## src/rtl/banked_latch_file.sv

```systemverilog
// Banked register file written by a synchronised, edge-detected push-button strobe.
// Optional debounce filter on the synchronised strobe: define BANKED_LATCH_FILE_DEBOUNCE_EN.
module banked_latch_file #(
    parameter int NUM_BANKS       = 4,
    parameter int DATA_W          = 8,
    parameter int CNT_W           = 8,
    parameter int DEBOUNCE_CYCLES = 16,
    localparam int SEL_W          = $clog2(NUM_BANKS)
) (
    input  logic                 clk,
    input  logic                 reset,
    input  logic                 wr_strobe,
    input  logic [DATA_W-1:0]    wr_data,
    input  logic [SEL_W-1:0]     wr_sel,
    input  logic                 auto_mode,
    input  logic [SEL_W-1:0]     rd_sel,
    output logic [DATA_W-1:0]    rd_data,
    output logic [NUM_BANKS-1:0] bank_valid,
    output logic [SEL_W-1:0]     wr_ptr,
    output logic [CNT_W-1:0]     write_count
);

    logic                 s1_reg;
    logic                 s2_reg;
    logic                 prev_reg;
    logic                 level;
    logic                 we;
    logic                 wr_ok;
    logic [SEL_W-1:0]     target;
    logic [NUM_BANKS-1:0] wr_hit;
    logic [NUM_BANKS-1:0] rd_hit;
    logic [DATA_W-1:0]    rd_next;
    logic [DATA_W-1:0]    bank_reg [NUM_BANKS];

    // Two-flop synchroniser for the asynchronous button level, plus edge history.
    always_ff @(posedge clk) begin
        if (reset) begin
            s1_reg   <= 1'b0;
            s2_reg   <= 1'b0;
            prev_reg <= 1'b0;
        end else begin
            s1_reg   <= wr_strobe;
            s2_reg   <= s1_reg;
            prev_reg <= level;
        end
    end

`ifdef BANKED_LATCH_FILE_DEBOUNCE_EN
    localparam int DB_W = $clog2(DEBOUNCE_CYCLES + 1);

    logic [DB_W-1:0] db_cnt_reg;
    logic            db_level_reg;

    // Level follows s2 only after it has disagreed for DEBOUNCE_CYCLES straight cycles.
    always_ff @(posedge clk) begin
        if (reset) begin
            db_cnt_reg   <= '0;
            db_level_reg <= 1'b0;
        end else if (s2_reg == db_level_reg) begin
            db_cnt_reg   <= '0;
        end else if (db_cnt_reg == DB_W'(DEBOUNCE_CYCLES - 1)) begin
            db_cnt_reg   <= '0;
            db_level_reg <= s2_reg;
        end else begin
            db_cnt_reg   <= db_cnt_reg + 1'b1;
        end
    end

    assign level = db_level_reg;
`else
    assign level = s2_reg;
`endif

    assign we     = level & ~prev_reg;
    assign target = auto_mode ? wr_ptr : wr_sel;

    // One-hot decodes; an out-of-range select simply matches no bank.
    generate
        for (genvar gi = 0; gi < NUM_BANKS; gi++) begin : g_decode
            assign wr_hit[gi] = (target == SEL_W'(gi));
            assign rd_hit[gi] = (rd_sel == SEL_W'(gi));
        end
    endgenerate

    assign wr_ok = we & (|wr_hit);

    always_comb begin
        rd_next = '0;
        for (int i = 0; i < NUM_BANKS; i++) begin
            if (rd_hit[i]) begin
                rd_next = bank_reg[i];
            end
        end
    end

    always_ff @(posedge clk) begin
        if (reset) begin
            for (int i = 0; i < NUM_BANKS; i++) begin
                bank_reg[i] <= '0;
            end
            bank_valid  <= '0;
            wr_ptr      <= '0;
            write_count <= '0;
            rd_data     <= '0;
        end else begin
            for (int i = 0; i < NUM_BANKS; i++) begin
                if (we && wr_hit[i]) begin
                    bank_reg[i]   <= wr_data;
                    bank_valid[i] <= 1'b1;
                end
            end
            if (wr_ok && (write_count != '1)) begin
                write_count <= write_count + 1'b1;
            end
            // Explicit wrap so non-power-of-two depths never point past the last bank.
            if (we && auto_mode) begin
                wr_ptr <= (wr_ptr == SEL_W'(NUM_BANKS - 1)) ? '0 : wr_ptr + 1'b1;
            end
            rd_data <= rd_next;
        end
    end

endmodule

```

## config.mk

```make
export PLATFORM = sky130hd
export DESIGN_NAME = banked_latch_file
export DESIGN_NICKNAME = d
export VERILOG_FILES = /design/src/rtl/banked_latch_file.sv
export SDC_FILE = /design/constraint.sdc
export NUM_CORES = 1
export LEC_CHECK = 0
export BUFFER_PORTS_ARGS = -buffer_cell sky130_fd_sc_hd__buf_2
export CAP_MARGIN = 25
export CORE_ASPECT_RATIO = 1.1
export CORE_UTILIZATION = 45
export CTS_CLUSTER_DIAMETER = 150
export DETAILED_ROUTE_END_ITERATION = 8
export PLACE_DENSITY_LB_ADDON = 0.2
export RECOVER_POWER = 100
export SLEW_MARGIN = 30
export SYNTH_ARGS = -nofsm -noshare
export SYNTH_HDL_FRONTEND = slang
export SYNTH_SLANG_ARGS = --single-unit
```

## constraint.sdc

```tcl
create_clock -name clk -period 5.3 [get_ports clk]
set_input_delay 0.53 -clock clk [delete_from_list [all_inputs] [get_ports clk]]
set_output_delay 0.53 -clock clk [all_outputs]
set_load 0.01 [all_outputs]
```

# ---- Word level (Yosys, flattened, before mapping)
# Memory sizes are Yosys's and may differ from the RTL's.
# Cells that the tools add are included.
dict set report classes {
  addsub 2
  eq_ne 8
  n_mux 24
  bitwise 7
  reduce_logical 9
}
# op count
set op_table {}
lappend op_table {{two-way mux 8 bit} 8}
lappend op_table {{two-way mux 1 bit} 14}
lappend op_table {{== test 2 bit, second input constant} 5}
lappend op_table {{adder 8 x 1 -> 8 bit, second input constant} 1}
lappend op_table {{inequality test 8 bit, second input constant} 1}
lappend op_table {{logical AND 1 bit} 6}
lappend op_table {{== test 2 x 1 -> 1 bit, second input constant} 2}
lappend op_table {{zero test 2 bit} 2}
lappend op_table {{two-way mux 2 bit} 2}
lappend op_table {{OR 1 bit} 4}
lappend op_table {{OR reduction 4 bit} 1}
lappend op_table {{adder 2 x 1 -> 2 bit, second input constant} 1}
lappend op_table {{AND 1 bit} 2}
lappend op_table {{inverter 1 bit} 1}
dict set report totals {
  ff_bits 25
  ramBits 32
  in_bits 16
  output_inout_bits 22
  elab_cells 61
  n_memories 1
}
# memory words word_bits rd rd_clocked_by_memory_dff write_ports line_no
set mem_list {}
lappend mem_list {bank_reg 4 8 4 0 4 33} ;# logic [DATA_W-1:0] bank_reg [NUM_BANKS];

# ---- Logic depth before layout (Yosys ltp)
dict set report depth {
  ltp_word 7
  mapped_depth 5
  mapped_depth_nobuf 5
}

# ---- Worst setup path before layout
# OpenSTA, ideal clock, no wires.
dict set report synth_path {
  path_type {in2reg}
  startpoint {input port auto_mode}
  endpoint {memory bank_reg[0][0], enable pin}
  setup_ps 384
  arrival_time_ps 1614
  t_required_ps 4916
  setup_slack_ps 3302
  cell_stages 3
  n_path_buf 0
  path_cell_list {mux2i_1 > nand2_1 > o21ai_0}
}
# item line_no
set synth_rtl {}
lappend synth_rtl {{start, declared} 15} ;# input logic auto_mode,
lappend synth_rtl {{end, declared} 33}

==> key figures <==
Run status
  – Status: finished, violations left
  – Failing checks: design-rule violations

Setup path
  – Crit path to: bank_reg[1][6]
  – Reg2Reg Launch Point: wr_ptr[1]
  – CP Cell Sequence: clkbuf_1 -> mux2i_1 -> nand2_1 -> o21ai_0
  – Reg2Reg Setup Slack: around 3.1 ns
  – CP required: between 5 and 6 ns
  – CP max-delay cell: o21ai_0
  – Worst Setup SP: auto_mode
  – Reg2reg end: bank_reg[1][6]
  – Critical Path Max Stage Delay: roughly 1.1 ns
  – Crit. End Element: register
  – CP max FO: 8
  – Worst EP arrival: around 2.4 ns
  – Critical path class: in2reg
  – Depth of the most critical reg-to-reg path: 3
  – Startpoint Class: input port

Cells and area
  – Share of layout cells above drive strength 1: between 20 and 25%
  – Max reg flops: 32
  – Util after Layout: 54.1%
  – Finished Layout Cells: 280
  – Final #Nets: ~240
  – Final Cell Area: between 2000 and 3000 um2
  – Area grow syn2layout: 15.8%
  – Ant diodes: 0

Floorplanning
  – Number of I/O pins: 38
  – Die Ht: approximately 78 um
  – Die W: approximately 71 um
  – Initial core utilization: a little under half
  – Die footprint: ~5500 um2
  – Core Area: roughly 5000 um2
  – Row count: 27

Clock network
  – Worst skew pair latency: 0.33 ns
  – H-Tree Level Count: 3
  – Max clock buf depth: 2
  – Post-CTS Hold Buffers: 0
  – CTS tree: built
  – Clock Root Buffer: clkbuf_8
  – Postcts setup bufs: 0
  – Clock transition at path regs: around 0.06 ns
  – # resized after CTS: 0
  – Total CTS buffers: 9
  – # clock sinks: 57

Timing
  – Max-slew violations: 0
  – Final hold viol count: 0
  – Worst Max-Slew Pin Slew: 1.38 ns
  – RSZ-0062 raised after global routing: false
  – Fmax achieved: about 410 MHz
  – Final Skew: around 0.0060 ns
  – Final Setup Violations: 0
  – Fin crit share: 45.9%
  – Setup TNS Final: 0 ns
  – Max_slew headroom: around 7%
  – Minimum clock period: 2.43 ns

Power
  – Peak VDD IR: slightly below 200 uV
  – Switching Fraction: between 20% and 30%
  – Internal power: 0.000695 W
  – Register share of total power: a little over half
  – Pwr/cell area: approximately 330 nW/um2
  – Combinational share of power: about 5.5%
  – Tot Pwr: 0.000892 W
  – Net Sw Power: approximately 0.0002 W
  – Clk pwr share: between 30% and 40%
  – Pleak: roughly 1.0 nW

Yosys
  – Top cell type's share of synthesized area: between 40% and 50%
  – #FFs+latches synth: 57
  – Cell taking the most area after synthesis: edfxtp_1
  – Post-synth top flop: edfxtp_1
  – Post-Syn Area: roughly 2300 um2
  – Post-synthesis sequential area ratio: a little over three fifths
  – Share of flip-flops with an asynchronous set or reset: 0%
  – Syn avg cell area: approximately 14 um2
  – Mapped Cells: ~170
  – Post-synth EDFFs: 32
  – Synth Warn #: 0
  – Synth unique cells: 33
  – Synth top area cells: edfxtp_1, dfxtp_1, mux4_2, and2_1, and2_2
  – Syn_nets: 190

Detailed routing
  – Routed Antenna Nets: 0
  – Drt wl/cell: between 15 and 20 um
  – DRT Wirelength: 4300 um
  – DRC viols: 10
  – Routed via count: between 1000 and 1500
  – TritonRoute pass-1 iters: 8
  – Initial DRC Count: between 100 and 150
  – Via-to-Cell Ratio: between 5 and 6

Global route
  – Total track usage: ~18%
  – Pin count of the biggest net entering global routing: 18
  – Vias in the first global route: ~1500
  – Grt total ovfl: 0
  – First-pass GRT wire length: 7200 um
  – Initial antenna violation count: 0

Placed design
  – GP Congestion: 0.743
  – Post-DP HPWL: 2960 um
  – Placed cells: 264
  – Port bufs: 37
  – Dpl cell area: around 2600 um2

Worst hold path
  – Hold Path Class: in2reg

Run
  – Max_cap viols: 0
## critical path: cells and delay by family
kind	cells	cell delay, ns
AOI/OAI and AO/OA	1	1.07
muxes	1	0.40
and+or+nand+nor	1	0.12
buffers and inverters	1	0.24
## placed cells by master (no fill, tap or decap)
master    synthesis  layout
a21o_2            2       2
edfxtp_1         32      32
xnor2_1           1       1
and2_2           13      13
or4_1             1       1
mux4_2            8       8
clkbuf_1          3      26
and2_1           27      15
o31ai_1           2       2
xor2_1            3       3
nand4_1           2       2
and3_1            1       1
nor2_1            7       9
a21o_1            2       2
o41ai_1           1       1
o211ai_1          2       2
inv_1             1       1
and2_0            0      12
nor3b_1           1       1
nor2b_1           3       3
dfxtp_1          25      25
ha_1              2       2
a21oi_1           5       5
or3_1             3       4
clkinv_2          0       3
nand3_1           2       2
mux2_1            0       1
and2b_1           1       1
nand2_1           8       8
clkinv_1          0       1
mux2i_1           3       3
o21ai_0           5       5
nand2b_1          1       1
buf_2             1      13
clkbuf_8          0      11
## power by group through the flow
stage	combinational [W]	clock (W)	sequential, W
finish	0.0000492	0.000354	0.000489
global route	0.0000542	0.000382	0.000490
CTS	0.0000534	0.000362	0.000488
detailed placement	0.0000532	0	0.000498
global placement	0.0000518	0	0.000498
floorplan	0.0000297	0	0.000499
## synth_stat cells, drive strengths merged (3+ instances only)
master,instances
nand2,8
xor2,3
dfxtp,25
nor2b,3
or3,4
clkbuf,3
mux2i,3
and2,40
edfxtp,32
a21o,4
mux4,8
a21oi,5
o21ai,5
nor2,9
## cells by family (layout without fill, tap and decap cells)
| kind of cell | count (synthesis) | after routing | synth area share, % |
|---|---|---|---|
| buffers and inverters | 5 | 55 | 0.857 |
| flip-flops | 57 | 57 | 62.6 |
| multiplexers | 12 | 12 | 9.48 |
| AO/OA/AOI/OAI | 19 | 19 | 5.19 |
| AND/OR/NAND/NOR | 73 | 73 | 19.3 |
| adder cells (fa/ha/maj) | 2 | 2 | 1.07 |
| XOR/XNOR | 4 | 4 | 1.50 |
## worst min path at each step
stage,startpoint,to,slack (ns),depth (start not counted)
2_1_floorplan,s1_reg,level,0.41,1
3_3_place_gp,s1_reg,level,0.42,1
3_5_place_dp,bank_valid[0],bank_valid[0],0.44,1
4_1_cts,wr_strobe,s1_reg,0.41,2
5_1_grt,wr_strobe,s1_reg,0.41,2
6_report,wr_strobe,s1_reg,0.41,2
## per-layer routing
| metal | vias up | global-route usage [%] | share of wire, % |
|---|---|---|---|
| met5 | - | 0 | 0 |
| li1 | 713 | - | - |
| met1 | 703 | 19.1 | 39 |
| met2 | 47 | 32.0 | 53 |
| met4 | 0 | 9.00 | 2.5 |
| met3 | 11 | 5.58 | 6.0 |
## metrics by stage
step           hold slack (ns)  setup slack, ns
2_1_floorplan            0.414             3.30
3_3_place_gp             0.419             2.75
3_5_place_dp             0.437             3.01
4_1_cts                  0.405             3.35
5_1_grt                  0.412             2.79
6_report                 0.413             2.87
## cell type report
cell class | count | area, um2
tap | 58 | 72.6
fill | 443 | 2290
multi-input combinational | 110 | 835
clock inverter | 4 | 18.8
inverter | 1 | 3.75
timing repair buffer | 38 | 159
sequential | 57 | 1460
clock buffer | 12 | 155
(Power assumes the default switching activity.)
